==> src/rtl/cpu_pkg.sv <==
// Shared CPU control definitions: state codes, opcodes, Asel codes.
// Used by cpu_ctrl_fsm and the datapath.
package cpu_pkg;

  typedef enum logic [3:0] {
    ST_START  = 4'd0,
    ST_FETCH  = 4'd1,
    ST_DECODE = 4'd2,
    ST_LOAD   = 4'd8,
    ST_STORE  = 4'd9,
    ST_ADD    = 4'd10,
    ST_SUB    = 4'd11,
    ST_INPUT  = 4'd12,
    ST_JZ     = 4'd13,
    ST_JPOS   = 4'd14,
    ST_HALT   = 4'd15
  } state_t;

  localparam logic [2:0] OP_LOAD  = 3'b000;
  localparam logic [2:0] OP_STORE = 3'b001;
  localparam logic [2:0] OP_ADD   = 3'b010;
  localparam logic [2:0] OP_SUB   = 3'b011;
  localparam logic [2:0] OP_INPUT = 3'b100;
  localparam logic [2:0] OP_JZ    = 3'b101;
  localparam logic [2:0] OP_JPOS  = 3'b110;
  localparam logic [2:0] OP_HALT  = 3'b111;

  localparam logic [1:0] ASEL_ALU = 2'b00;
  localparam logic [1:0] ASEL_NIN = 2'b01;
  localparam logic [1:0] ASEL_MEM = 2'b10;

  function automatic state_t exec_state(
    input logic [2:0] op
  );
    state_t s;
    s = ST_HALT;
    unique case (op)
      OP_LOAD:  s = ST_LOAD;
      OP_STORE: s = ST_STORE;
      OP_ADD:   s = ST_ADD;
      OP_SUB:   s = ST_SUB;
      OP_INPUT: s = ST_INPUT;
      OP_JZ:    s = ST_JZ;
      OP_JPOS:  s = ST_JPOS;
      OP_HALT:  s = ST_HALT;
    endcase
    return s;
  endfunction

endpackage

==> src/rtl/enter_edge_det.sv <==
// Two-flop synchronizer for the operator enter strobe plus a
// rising-edge detector on the synchronized level.
module enter_edge_det (
  input  logic clock,
  input  logic reset,
  input  logic din,
  output logic rise
);

  logic s1;
  logic s2;
  logic s3;

  // Synchronize din and keep the previous synchronized value.
  always_ff @(posedge clock or posedge reset) begin
    if (reset) begin
      s1 <= 1'b0;
      s2 <= 1'b0;
      s3 <= 1'b0;
    end else begin
      s1 <= din;
      s2 <= s1;
      s3 <= s2;
    end
  end

  assign rise = s2 & ~s3;

endmodule

==> src/rtl/cpu_ctrl_fsm.sv <==
// Control unit of the simple 8-bit CPU: fetch/decode/execute FSM.
// Define ENTER_EDGE_EN for a synchronized, edge-triggered enter.
import cpu_pkg::*;

module cpu_ctrl_fsm #(
  parameter int OPC_W = 3
) (
  input  logic             clock,
  input  logic             reset,
  input  logic             enter,
  input  logic [OPC_W-1:0] IR75,
  input  logic             Aeq0,
  input  logic             Apos,
  output logic             IRload,
  output logic             PCload,
  output logic             JMPmux,
  output logic             Meminst,
  output logic             MemWr,
  output logic             Aload,
  output logic             Sub,
  output logic [1:0]       Asel,
  output logic             halt,
  output logic [3:0]       StateNo
);

  state_t state;
  logic   accept;

`ifdef ENTER_EDGE_EN
  logic enter_rise;

  enter_edge_det u_enter (
    .clock (clock),
    .reset (reset),
    .din   (enter),
    .rise  (enter_rise)
  );

  assign accept = (state == ST_INPUT) && enter_rise;
`else
  assign accept = (state == ST_INPUT) && enter;
`endif

  // State register: START, then fetch/decode/execute loop.
  always_ff @(posedge clock or posedge reset) begin
    if (reset) begin
      state <= ST_START;
    end else begin
      unique case (state)
        ST_START:  state <= ST_FETCH;
        ST_FETCH:  state <= ST_DECODE;
        ST_DECODE: state <= exec_state(IR75[2:0]);
        ST_INPUT:  state <= accept ? ST_FETCH : ST_INPUT;
        ST_HALT:   state <= ST_HALT;
        ST_LOAD,
        ST_STORE,
        ST_ADD,
        ST_SUB,
        ST_JZ,
        ST_JPOS:   state <= ST_FETCH;
        default:   state <= ST_START;
      endcase
    end
  end

  // Strobes decoded from state; jumps and INPUT also use live flags.
  always_comb begin
    IRload  = 1'b0;
    PCload  = 1'b0;
    JMPmux  = 1'b0;
    Meminst = 1'b0;
    MemWr   = 1'b0;
    Aload   = 1'b0;
    Sub     = 1'b0;
    Asel    = ASEL_ALU;
    halt    = 1'b0;
    unique case (state)
      ST_FETCH: begin
        IRload = 1'b1;
        PCload = 1'b1;
      end
      ST_DECODE: Meminst = 1'b1;
      ST_LOAD: begin
        Aload = 1'b1;
        Asel  = ASEL_MEM;
      end
      ST_STORE: begin
        Meminst = 1'b1;
        MemWr   = 1'b1;
      end
      ST_ADD: begin
        Meminst = 1'b1;
        Aload   = 1'b1;
      end
      ST_SUB: begin
        Meminst = 1'b1;
        Aload   = 1'b1;
        Sub     = 1'b1;
      end
      ST_INPUT: begin
        Asel  = ASEL_NIN;
        Aload = accept;
      end
      ST_JZ: begin
        JMPmux = 1'b1;
        PCload = Aeq0;
      end
      ST_JPOS: begin
        JMPmux = 1'b1;
        PCload = Apos;
      end
      ST_HALT: halt = 1'b1;
      default: ;
    endcase
  end

  assign StateNo = state;

endmodule

==> config.mk <==
export PLATFORM = sky130hd
export DESIGN_NAME = cpu_ctrl_fsm
export DESIGN_NICKNAME = d
export VERILOG_FILES = /design/src/rtl/cpu_pkg.sv /design/src/rtl/enter_edge_det.sv /design/src/rtl/cpu_ctrl_fsm.sv
export SDC_FILE = /design/constraint.sdc
export NUM_CORES = 1
export LEC_CHECK = 0
export ABC_AREA = 1
export BUFFER_PORTS_ARGS = -buffer_cell sky130_fd_sc_hd__buf_2
export CAP_MARGIN = 20
export CORE_AREA = 10 10 47 49
export CTS_CLUSTER_SIZE = 10
export DETAILED_ROUTE_END_ITERATION = 16
export DIE_AREA = 0 0 57 59
export REMOVE_ABC_BUFFERS = 1
export SETUP_SLACK_MARGIN = 0.4
export SLEW_MARGIN = 20
export SYNTH_ARGS = -nofsm -noshare
export SYNTH_HDL_FRONTEND = slang
export SYNTH_SLANG_ARGS = --single-unit
==> constraint.sdc <==
create_clock -name clock -period 1.1 [get_ports clock]
set_input_delay 0.11 -clock clock [delete_from_list [all_inputs] [get_ports clock]]
set_output_delay 0.11 -clock clock [all_outputs]
set_load 0.01 [all_outputs]
# Word-level counts from Yosys, hierarchy flattened

Memory sizes are Yosys's and may differ from the RTL's.
Index checks and enable logic that the tools add are counted.

Register bits after elaboration: 4
Bits in read-only memories: 24
Input bits: 8
Output and inout port bits: 14
Word-level logic and storage cells: 29
Memories kept: 1

Equality and inequality tests: 10
Mux-type cells: 11
Reductions and logical operators: 6

Memories:

| memory           | words | bits a word | rd ports | clocked after memory_dff | write ports | RTL line      | RTL |
|---|---|---|---|---|---|---|---|
| (name not given) | 8     | 3           | 1        | 0                        | 0           | cpu_pkg.sv:37 | `unique case (op)` |

Operator list:

| operator                                      | count |
|---|---|
| == test 4 bit, second input constant          | 8 |
| one-hot mux 4 bit (5 select lines)            | 1 |
| OR reduction 7 bit                            | 1 |
| two-way mux 1 bit                             | 6 |
| == test 4 x 1 -> 1 bit, second input constant | 1 |
| == test 4 x 2 -> 1 bit, second input constant | 1 |
| zero test 4 bit                               | 1 |
| two-way mux 4 bit                             | 1 |
| one-hot mux 2 bit (2 select lines)            | 1 |
| OR reduction 4 bit                            | 1 |
| one-hot mux 1 bit (3 select lines)            | 1 |
| OR reduction 3 bit                            | 1 |
| one-hot mux 1 bit (2 select lines)            | 1 |
| OR reduction 2 bit                            | 1 |
| logical AND 1 bit                             | 1 |

# Longest topological paths before layout

Gate-level depths: netlist of the first run.

Word-level depth: 4
Depth in mapped cells: 5
Depth with buffers taken out: 5

# Worst setup path after synthesis of the first run

OpenSTA, ideal clock, no wires.

Path kind: register -> output
From: register state[0], in the netlist StateNo[0]
To: output JMPmux
Arrival: 0.922 ns
Required time: 0.990 ns
Setup slack: 0.068 ns
Stages on the path, launching flop included: 5
Buffers on the path: 0
Cell sequence: dfrtp_1 -> inv_1 -> nor2_2 -> inv_1 -> a21oi_1

Longest elaborated chain between the ends: 3
Elaborated cells between the ends (all ways): 4
Classes of those cells: 2 x eq/ne; 1 x mux; 1 x reduce/logical

Ends and longest elaborated chain:

| what                                    | RTL line           | RTL |
|---|---|---|
| from (decl)                             | cpu_ctrl_fsm.sv:26 | `state_t state;` |
| from (signal assigned)                  | cpu_ctrl_fsm.sv:52 | `ST_DECODE: state <= exec_state(IR75[2:0]);` |
| from (signal assigned)                  | cpu_ctrl_fsm.sv:53 | `ST_INPUT: state <= accept ? ST_FETCH : ST_INPUT;` |
| == test 4 bit                           | cpu_ctrl_fsm.sv:77 | `unique case (state)` |
| OR reduction 2 bit (no source line) (*) | -                  |  |
| two-way mux 1 bit (*)                   | cpu_ctrl_fsm.sv:77 |  |
| to (decl)                               | cpu_ctrl_fsm.sv:16 | `output logic JMPmux,` |

Mark *: on every way between the ends. The rest lies on a longest branch, timed or not.

# Final worst setup path of the first run

From: register state[1], in the netlist StateNo[1]
To: output Aload

Longest elaborated chain between the ends: 3
Elaborated cells between the ends (all ways): 7
Classes of those cells: 4 x eq/ne; 1 x mux; 2 x reduce/logical

Ends and longest elaborated chain:

| what                                                                            | RTL line                               | RTL |
|---|---|---|
| == test 4 bit, on equally long branches                                         | cpu_ctrl_fsm.sv:77, cpu_ctrl_fsm.sv:41 |  |
| OR reduction 3 bit (no source line) / logical AND 1 bit (equally long branches) | -                                      |  |
| one-hot mux 1 bit (2 select lines) (*)                                          | cpu_ctrl_fsm.sv:77                     |  |
| to (decl)                                                                       | cpu_ctrl_fsm.sv:19                     | `output logic Aload,` |

Marks and branches as above.

==> results of run 1 <==
[placed cells by master, fill, tap and decap left out, types with 2 or more instances in the layout]
master,netlist,final
sky130_fd_sc_hd__nor2_1,4,4
sky130_fd_sc_hd__inv_1,9,6
sky130_fd_sc_hd__buf_6,0,10
sky130_fd_sc_hd__nand2_1,7,4
sky130_fd_sc_hd__buf_4,0,5
sky130_fd_sc_hd__clkbuf_4,0,3
sky130_fd_sc_hd__buf_2,0,17
sky130_fd_sc_hd__nand2_2,1,4
sky130_fd_sc_hd__nand3_1,13,7
sky130_fd_sc_hd__nor2_4,0,2
sky130_fd_sc_hd__nand3_2,0,5
sky130_fd_sc_hd__dfrtp_1,4,2
sky130_fd_sc_hd__inv_2,2,4
sky130_fd_sc_hd__dfrtp_2,0,2
[cells by family after synthesis]
family                 after synthesis  synth area share [%]
AND/OR/NAND/NOR                     28                 45.22
buffers and inverters               11                 14.35
flip-flops                           4                 34.78
AO/OA/AOI/OAI                        3                 5.650
[power by group]
part | switching (mW) | internal [mW] | total (mW)
clock network | 0.0556 | 0.122 | 0.177
logic | 0.0106 | 0.0117 | 0.0223
registers | 0 | 0.148 | 0.148
total | 0.0662 | 0.281 | 0.348
[Yosys cell counts]
cell and n:
sky130_fd_sc_hd__inv_1 9, sky130_fd_sc_hd__nand2_1 7, sky130_fd_sc_hd__nor2_1 4, sky130_fd_sc_hd__a21oi_1 1
sky130_fd_sc_hd__nand3_1 13, sky130_fd_sc_hd__dfrtp_1 4, sky130_fd_sc_hd__nor2_2 2, sky130_fd_sc_hd__inv_2 2
sky130_fd_sc_hd__nor3_1 1, sky130_fd_sc_hd__nand2_2 1, sky130_fd_sc_hd__o21ai_0 1, sky130_fd_sc_hd__o22ai_1 1
[per-layer routing]
metal | share of wire [%] | GRT usage, % | wire length, um | up-vias
met2 | 52 | 11.94 | 664 | 20
li1 | - | - | - | 219
met5 | 0 | 0 | 0 | -
met3 | 9.9 | 4.506 | 126 | 0
met1 | 38 | 7.341 | 481 | 201
met4 | 0 | 1.007 | 0 | 0
[path summary, 6_finish.rpt]
| kind | slack, ns | endpoint |
|---|---|---|
| max in group asynchronous | 0.62 | StateNo[2] |
| worst max-delay path | -0.24 | Aload |
| worst max register to register | -0.12 | StateNo[0] |
| worst min register to register | 0.59 | StateNo[0] |
| min in group asynchronous | 0.31 | StateNo[0] |
| worst min-delay path | 0.11 | StateNo[2] |
[through the flow]
step | setup TNS (ns) | hold slack, ns
global placement | 0 | -0.008228
global route | -3.218 | 0.1110
floorplan | 0 | -0.1239
detailed placement | 0 | -0.004576
CTS | -1.588 | 0.1018
finish | -2.202 | 0.1087
[final cells by class]
type / count / area share [%]
repair buffers: 33 / 38.36
multi-input cells: 31 / 32.09
flip-flops and latches: 4 / 16.05
inverters: 11 / 6.849
clock buffers: 3 / 3.523
well taps: 16 / 3.131
[timing repair]
action                                  CTS  global route
hold buffers                              1             0
gates resized for setup                  13            18
pin swaps                                 1             5
endpoints found under the setup margin   18            18
setup buffers                             6             2
endpoints found under the hold margin     4             0
[worst max-delay path: stages, from the launching register on]
cell and delay (ns):
sky130_fd_sc_hd__dfrtp_2 0.47, sky130_fd_sc_hd__nor2_4 0.21, sky130_fd_sc_hd__buf_4 0.14, sky130_fd_sc_hd__o21ai_1 0.05, sky130_fd_sc_hd__buf_2 0.14
==> reports/metrics.yaml, run 1 <==
rsz0062_at_grt: "yes"
drt_iter0_markers: 8
wl_per_cell_um: 12.98
ys_warn_count: 0
nFillCells: 147
synth_largest_area_cell: "sky130_fd_sc_hd__dfrtp_1"
holdCritPathClass: "in2reg"
avgSynthCellArea_sq_um: 6.256
multi_input_comb_area_sq_um: 205.2
pre_cts_ws_ns: 0.01119
yosys.cell_types.count: 12
route.detailed.drc: 0
worstMarginPinSlew_ns: 0.1898
hold_path.startpoint: "IR75[2]"
layout-area-overhead-vs-synth_pct: 122.2
cts.clk_slew.worst_paths_ns: 0.04
total_cell_area_at_the_placement_stage_sq_um: 435.4
violations: "setup timing"
grt_overflow_total: 0
synthesis.instances: 46
timing.rr.start: "StateNo[0]"
max_vdd_drop_uv: 426.8
worst_setup_path_end_kind: "primary output"
via_per_inst: 4.490
setup_violations: 13
timing.slew.headroom_pct: 87.35
clock.fmax_ghz: 0.7458
drive_gt1_share_pct: 67.07
power_per_cell_area_mw_per_mm2: 543.7
top_level_ports: 22
crit_arrival_ns: 1.23
antenna-diode-count: 0
tritoncts_num_sinks: 4
detail-route-antenna-nets: 0
post_layout_nonfiller_instances: 98
die_h_um: 59
timing.final.hold_violations: 0
wire_length_of_the_first_global_routing_pass_um: 1938
syn_area_sq_um: 287.8
initial_utilization_pct: 20.54
yosys.area.top_type_share_pct: 34.78
leakagePower_nw: 0.3432
grt_antenna_before_repair: 0
design.die.area_sq_mm: 0.003363
dp_cells: 86
post_synth_main_area_contributors: "sky130_fd_sc_hd__dfrtp_1 (35%), sky130_fd_sc_hd__nand3_1 (23%), sky130_fd_sc_hd__inv_1 (12%), sky130_fd_sc_hd__nand2_1 (9.1%), sky130_fd_sc_hd__nor2_1 (5.2%)"
dr.pass1.iters: 4
number_of_flip_flops_under_the_largest_register_name: 4
placement_rows: 14
place.port_buffers: 21
rr_worst_depth: 8
clk-insertion-delay-late_ns: 0.23
whs_path_cells: 3
core_area_sq_mm: 0.001401
vias_after_detailed_routing: 440
postRouteWirelength_um: 1272
critical_path.startpoint_type: "register"
cts_root_buffer: "sky130_fd_sc_hd__clkbuf_4"
critPathKind: "reg2out"
skew_ns: 0.001057
grt_max_degree: 7
gp_routability_congestion: 0.7920
crit_required_ns: 0.99
clk_path_buf_depth: 2
synth_seq_area_share_pct: 34.78
die_width_um: 57
worst_setup_path_startpoint: "StateNo[1]"
nNetsFinal: 92
status: "finished, violations left"
maxCapViolations: 0
cts-htree-levels: 1
number_of_global_route_vias_before_repair: 461
timing.critical_path.fanout_max: 6
min_period_over_period_pct: 121.9
synth.ff_latch_count: 4
final_cell_area_sq_um: 639.4
ff_latch_area_sq_um: 102.6
fin_util_pct: 45.63
timing.final.ws_setup_ns: -0.2408
detailedPlacementHpwl_um: 813.3
tritoncts_clock_tree: "built"
globalRouteTotalUtil_pct: 7.034
report.final.slew_viol_count: 0
numCtsBuffers: 3
design_power_total_mw: 0.3476
fin_crit_ns: 1.341
No activity file was read; power rests on OpenSTA's default activity.
==> run 2: changes to the inputs <==
--- a/config.mk
+++ b/config.mk
@@ -8,10 +8,10 @@
 export ABC_AREA = 1
 export BUFFER_PORTS_ARGS = -buffer_cell sky130_fd_sc_hd__buf_2
 export CAP_MARGIN = 20
-export CORE_AREA = 10 10 47 49
+export CORE_AREA = 2 2 39 41
 export CTS_CLUSTER_SIZE = 10
 export DETAILED_ROUTE_END_ITERATION = 16
-export DIE_AREA = 0 0 57 59
+export DIE_AREA = 0 0 41 43
 export REMOVE_ABC_BUFFERS = 1
 export SETUP_SLACK_MARGIN = 0.4
 export SLEW_MARGIN = 20
==> reports/metrics.yaml, run 2 (synthesized netlist as in run 1, its figures left out) <==
status: "finished, violations left"
violations: "setup timing"
via_per_inst: 4.495
rsz0062_at_grt: "yes"
wire_length_of_the_first_global_routing_pass_um: 1628
antenna-diode-count: 0
worst_hold_path.endpoint: "StateNo[1]"
timing.rr.end: "StateNo[0]"
clk_path_buf_depth: 2
final_cell_mix: "sky130_fd_sc_hd__buf_2 (16), sky130_fd_sc_hd__buf_4 (14), sky130_fd_sc_hd__buf_6 (9), sky130_fd_sc_hd__nand3_2 (6)"
top_level_ports: 22
delay_contributed_by_the_slowest_stage_of_the_critical_path_ns: 0.40
maxCapViolations: 0
clock.fmax_ghz: 0.7625
critical_path.slowest_cell: "sky130_fd_sc_hd__dfrtp_1"
postRouteWirelength_um: 1192
initial_utilization_pct: 20.80
die_h_um: 43
globalRouteTotalUtil_pct: 13.32
whs_path_cells: 3
cts.clk_slew.worst_paths_ns: 0.04
grt_max_degree: 7
tritoncts_clock_tree: "built"
placement_rows: 14
gp_routability_congestion: 0.7452
setup_violations: 15
number_of_global_route_vias_before_repair: 422
numCtsBuffers: 3
crit_required_ns: 0.99
rr_worst_depth: 7
hold_path.startpoint: "IR75[1]"
timing.final.hold_violations: 0
min_period_over_period_pct: 119.2
design.die.area_sq_mm: 0.001763
drt_iter0_markers: 2
core_area_sq_mm: 0.001384
wl_per_cell_um: 11.35
cts_root_buffer: "sky130_fd_sc_hd__clkbuf_4"
timing.rr.start: "StateNo[0]"
nNetsFinal: 99
number_of_flip_flops_under_the_largest_register_name: 4
timing.critical_path.fanout_max: 3
leakagePower_nw: 0.3753
timing.final.ws_setup_ns: -0.2115
detail-route-antenna-nets: 0
final.setup.tns_ns: -1.952
layout-area-overhead-vs-synth_pct: 150.0
vias_after_detailed_routing: 472
report.final.slew_viol_count: 0
drive_gt1_share_pct: 76.40
nFillCells: 128
route.detailed.drc: 0
final_cell_area_sq_um: 719.4
grt_overflow_total: 0
critical_path.startpoint_type: "register"
crit_arrival_ns: 1.20
clk-insertion-delay-late_ns: 0.23
die_width_um: 41
skew_ns: 0.003604
max_vdd_drop_uv: 877.2
dr.pass1.iters: 4
detailedPlacementHpwl_um: 673.5
cp_cell_sequence: "buf_6 -> nor2_4 -> nand3_2 -> o21ai_1 -> buf_2"
place.port_buffers: 21
leading_cell_type_in_the_layout_fill_and_taps_excluded: "sky130_fd_sc_hd__buf_2"
cts-htree-levels: 1
grt_antenna_before_repair: 0
critPathKind: "reg2out"
timing.slew.headroom_pct: 87.55
holdCritPathClass: "in2reg"
power_per_cell_area_mw_per_mm2: 483.4
regToRegSetupSlack_ns: -0.09
tritoncts_num_sinks: 4
worst_setup_path_end_kind: "primary output"
worstMarginPinSlew_ns: 0.1867
total_cell_area_at_the_placement_stage_sq_um: 435.4
fin_crit_ns: 1.311
## run 2: cell count changes in the layout (fill, tap and decap cells not counted), sizes merged
cell  delta
buf      +7
## run 2: cell type report
class                           instances  area [sq um]  area share [%]
Timing Repair Buffer                   40         296.5           41.22
Multi-Input combinational cell         31         232.7           32.35
Sequential cell                         4         103.9           14.43
Inverter                               11         43.79           6.087
Clock buffer                            3         22.52           3.130
Tap cell                               16         20.02           2.783
## run 2: stage by stage
| step | cells | util [%] | power, mW | setup WS, ns | hold WS (ns) |
|---|---|---|---|---|---|
| final | 105 | 51.99 | 0.3478 | -0.2115 | 0.1261 |
| after floorplan | 46 | - | 0.1534 | 0.06789 | -0.1239 |
| after global placement | 86 | 31.46 | 0.1665 | 0.01328 | -0.006077 |
| after detailed placement | 86 | 31.46 | 0.1666 | 0.008635 | -0.005034 |
| after global routing | 105 | 51.99 | 0.3745 | -0.2571 | 0.1433 |
| after CTS | 99 | 43.85 | 0.3536 | -0.1693 | 0.1176 |
## run 2: power breakdown
group          switching [mW]  internal [mW]  total (mW)
combinational          0.0102         0.0116      0.0217
sequential                  0          0.148       0.148
clock                  0.0563          0.122       0.178
## run 2: critical path: cells and delay by family (launching register included)
family                 cells  cell delay, ns
DFF                        1            0.40
buffers and inverters      2            0.29
AOI/OAI and AO/OA          1            0.08
and+or+nand+nor            2            0.20
## run 2: layer usage
| layer | GRT usage, % | wire [um] | up-vias | share of wire (%) |
|---|---|---|---|---|
| met5 | 0 | 0 | - | 0 |
| met4 | 3.333 | 0 | 0 | 0 |
| met3 | 6.806 | 97 | 0 | 8.1 |
| met2 | 21.88 | 622 | 23 | 52 |
| met1 | 14.38 | 472 | 215 | 40 |
| li1 | - | - | 234 | - |
## run 2: how the worst max path moves through the flow
stage | from | to | slack [ns]
6_report | StateNo[0] | Aload | -0.21
5_1_grt | StateNo[1] | IRload | -0.26
4_1_cts | StateNo[0] | Aload | -0.17
3_5_place_dp | StateNo[0] | PCload | 0.009
3_3_place_gp | StateNo[0] | PCload | 0.01
2_1_floorplan | StateNo[0] | JMPmux | 0.07
## run 2: what timing repair did
action                                 4_1_cts  5_1_grt
pin swaps                                    3        9
endpoints found under the hold margin        4        0
resized for setup                           21       17
setup buffers                                9        6
setup endpoints to repair                   18       18
hold buffers                                 1        0
==> run 3: changes to the inputs <==
==> constraint.sdc (replaced) <==
create_clock -name clock -period 1.1 [get_ports clock]
set_input_delay 0.11 -clock clock [delete_from_list [all_inputs] [get_ports clock]]
set_output_delay 0.11 -clock clock [all_outputs]
set_load 0.005 [all_outputs]
==> reports/metrics.yaml, run 3 (synthesized netlist as in run 1, its figures left out) <==
crit_arrival_ns: 1.15
regToRegSetupSlack_ns: 0.03
worst_setup_path_startpoint: "StateNo[3]"
cell_internal_pwr_mw: 0.2817
die_h_um: 43
skew_ns: 0.002796
initial_utilization_pct: 20.80
timing.critical_path.fanout_max: 5
layout-area-overhead-vs-synth_pct: 100.4
drive_gt1_share_pct: 67.09
wire_length_of_the_first_global_routing_pass_um: 1421
fin_crit_ns: 1.259
tritoncts_clock_tree: "built"
leakagePower_nw: 0.3132
nNetsFinal: 89
min_period_over_period_pct: 114.5
cts.clk_slew.worst_paths_ns: 0.04
timing.final.ws_setup_ns: -0.1594
design.die.area_sq_mm: 0.001763
crit_required_ns: 0.99
power.share.sequential_pct: 41.6
detailedPlacementHpwl_um: 688.2
antenna-diode-count: 0
worst_setup_path_end_kind: "primary output"
clk_path_buf_depth: 2
globalRouteTotalUtil_pct: 12.39
rr_worst_depth: 6
total_cell_area_at_the_placement_stage_sq_um: 427.9
leading_cell_type_in_the_layout_fill_and_taps_excluded: "sky130_fd_sc_hd__buf_2"
violations: "setup timing"
numCtsBuffers: 3
net_sw_share_pct: 20.75
final.setup.tns_ns: -1.220
cts_root_buffer: "sky130_fd_sc_hd__clkbuf_4"
worstMarginPinSlew_ns: 0.1915
setup_violations: 10
number_of_flip_flops_under_the_largest_register_name: 4
dr.pass1.iters: 2
via_per_inst: 4.421
grt_overflow_total: 0
max_vdd_drop_uv: 454.5
report.final.slew_viol_count: 0
placement_rows: 14
number_of_global_route_vias_before_repair: 381
clock_power_share_pct: 52.7
tritoncts_num_sinks: 4
top_level_ports: 22
combPwrFrac_pct: 5.7
clock.fmax_ghz: 0.7941
core_area_sq_mm: 0.001384
holdCritPathClass: "in2reg"
power_per_cell_area_mw_per_mm2: 616.3
maxCapViolations: 0
wl_per_cell_um: 10.81
drt_iter0_markers: 9
critical_path.startpoint_type: "register"
timing.rr.start: "StateNo[1]"
final_cell_area_sq_um: 576.8
detail-route-antenna-nets: 0
gp_routability_congestion: 0.7767
grt_max_degree: 7
postRouteWirelength_um: 1027
critPathKind: "reg2out"
final_cell_mix: "sky130_fd_sc_hd__buf_2 (21), sky130_fd_sc_hd__nand3_1 (10), sky130_fd_sc_hd__inv_1 (6), sky130_fd_sc_hd__buf_4 (6)"
timing.rr.end: "StateNo[0]"
clk-insertion-delay-late_ns: 0.24
net-switching-power_mw: 0.07376
timing.final.hold_violations: 0
cts-htree-levels: 1
worstSetupEndpoint: "PCload"
place.port_buffers: 21
rsz0062_at_grt: "yes"
timing.slew.headroom_pct: 87.19
grt_antenna_before_repair: 0
status: "finished, violations left"
route.detailed.drc: 0
die_width_um: 41
vias_after_detailed_routing: 420
-- run 3: timing repair --
action | in CTS | in global routing
resized for setup | 11 | 13
endpoints found under the setup margin | 18 | 18
hold buffers | 1 | 0
setup buffers | 4 | 2
pin swaps | 2 | 2
hold endpoints to repair | 4 | 0
-- run 3: how the worst min path moves through the flow --
stage          startpoint          to  slack [ns]  cells past startpoint
6_report          IR75[2]  StateNo[2]        0.13                      3
5_1_grt           IR75[0]  StateNo[0]        0.13                      3
4_1_cts           IR75[0]  StateNo[0]        0.12                      3
3_5_place_dp        reset  StateNo[2]       0.002                      2
3_3_place_gp        reset  StateNo[3]      -0.007                      2
2_1_floorplan       reset  StateNo[0]       -0.12                      1
-- run 3: stage by stage --
step	hold WS, ns	util [%]	instances	total power [mW]	worst slack [ns]
2_1_floorplan	-0.1239	-	46	0.1534	0.1381
3_3_place_gp	-0.006984	30.92	85	0.1666	0.03886
3_5_place_dp	0.001501	30.92	85	0.1667	0.03417
4_1_cts	0.1225	37.88	93	0.3645	-0.1953
5_1_grt	0.1339	41.68	95	0.3789	-0.2375
6_report	0.1253	41.68	95	0.3555	-0.1594
-- run 3: power by group through the flow --
stage               Clock [mW]  Sequential (mW)  Combinational [mW]
floorplan                    0            0.150             0.00353
global placement             0            0.150              0.0167
detailed placement           0            0.150              0.0169
CTS                      0.196            0.148              0.0203
global route             0.208            0.148              0.0232
finish                   0.187            0.148              0.0203
-- run 3: per-layer routing --
| layer | GRT usage, % | routed length (um) |
|---|---|---|
| met5 | 0 | 0 |
| met2 | 20.00 | 565 |
| met3 | 6.806 | 80 |
| met1 | 12.01 | 381 |
| met4 | 6.000 | 0 |
-- run 3: layout make-up --
type | instances | area [sq um]
flip-flops and latches | 4 | 103.9
fillers | 152 | 807.0
inverters | 11 | 46.29
multi-input cells | 31 | 201.4
repair buffers | 30 | 182.7
well taps | 16 | 20.02
clock buffers | 3 | 22.52
-- run 3: critical path, stage by stage, from the launching register on --
cell and delay, ns:
sky130_fd_sc_hd__dfrtp_2 0.43, sky130_fd_sc_hd__nor2_1 0.20, sky130_fd_sc_hd__nand2_2 0.10, sky130_fd_sc_hd__nand3_1 0.08, sky130_fd_sc_hd__buf_2 0.11
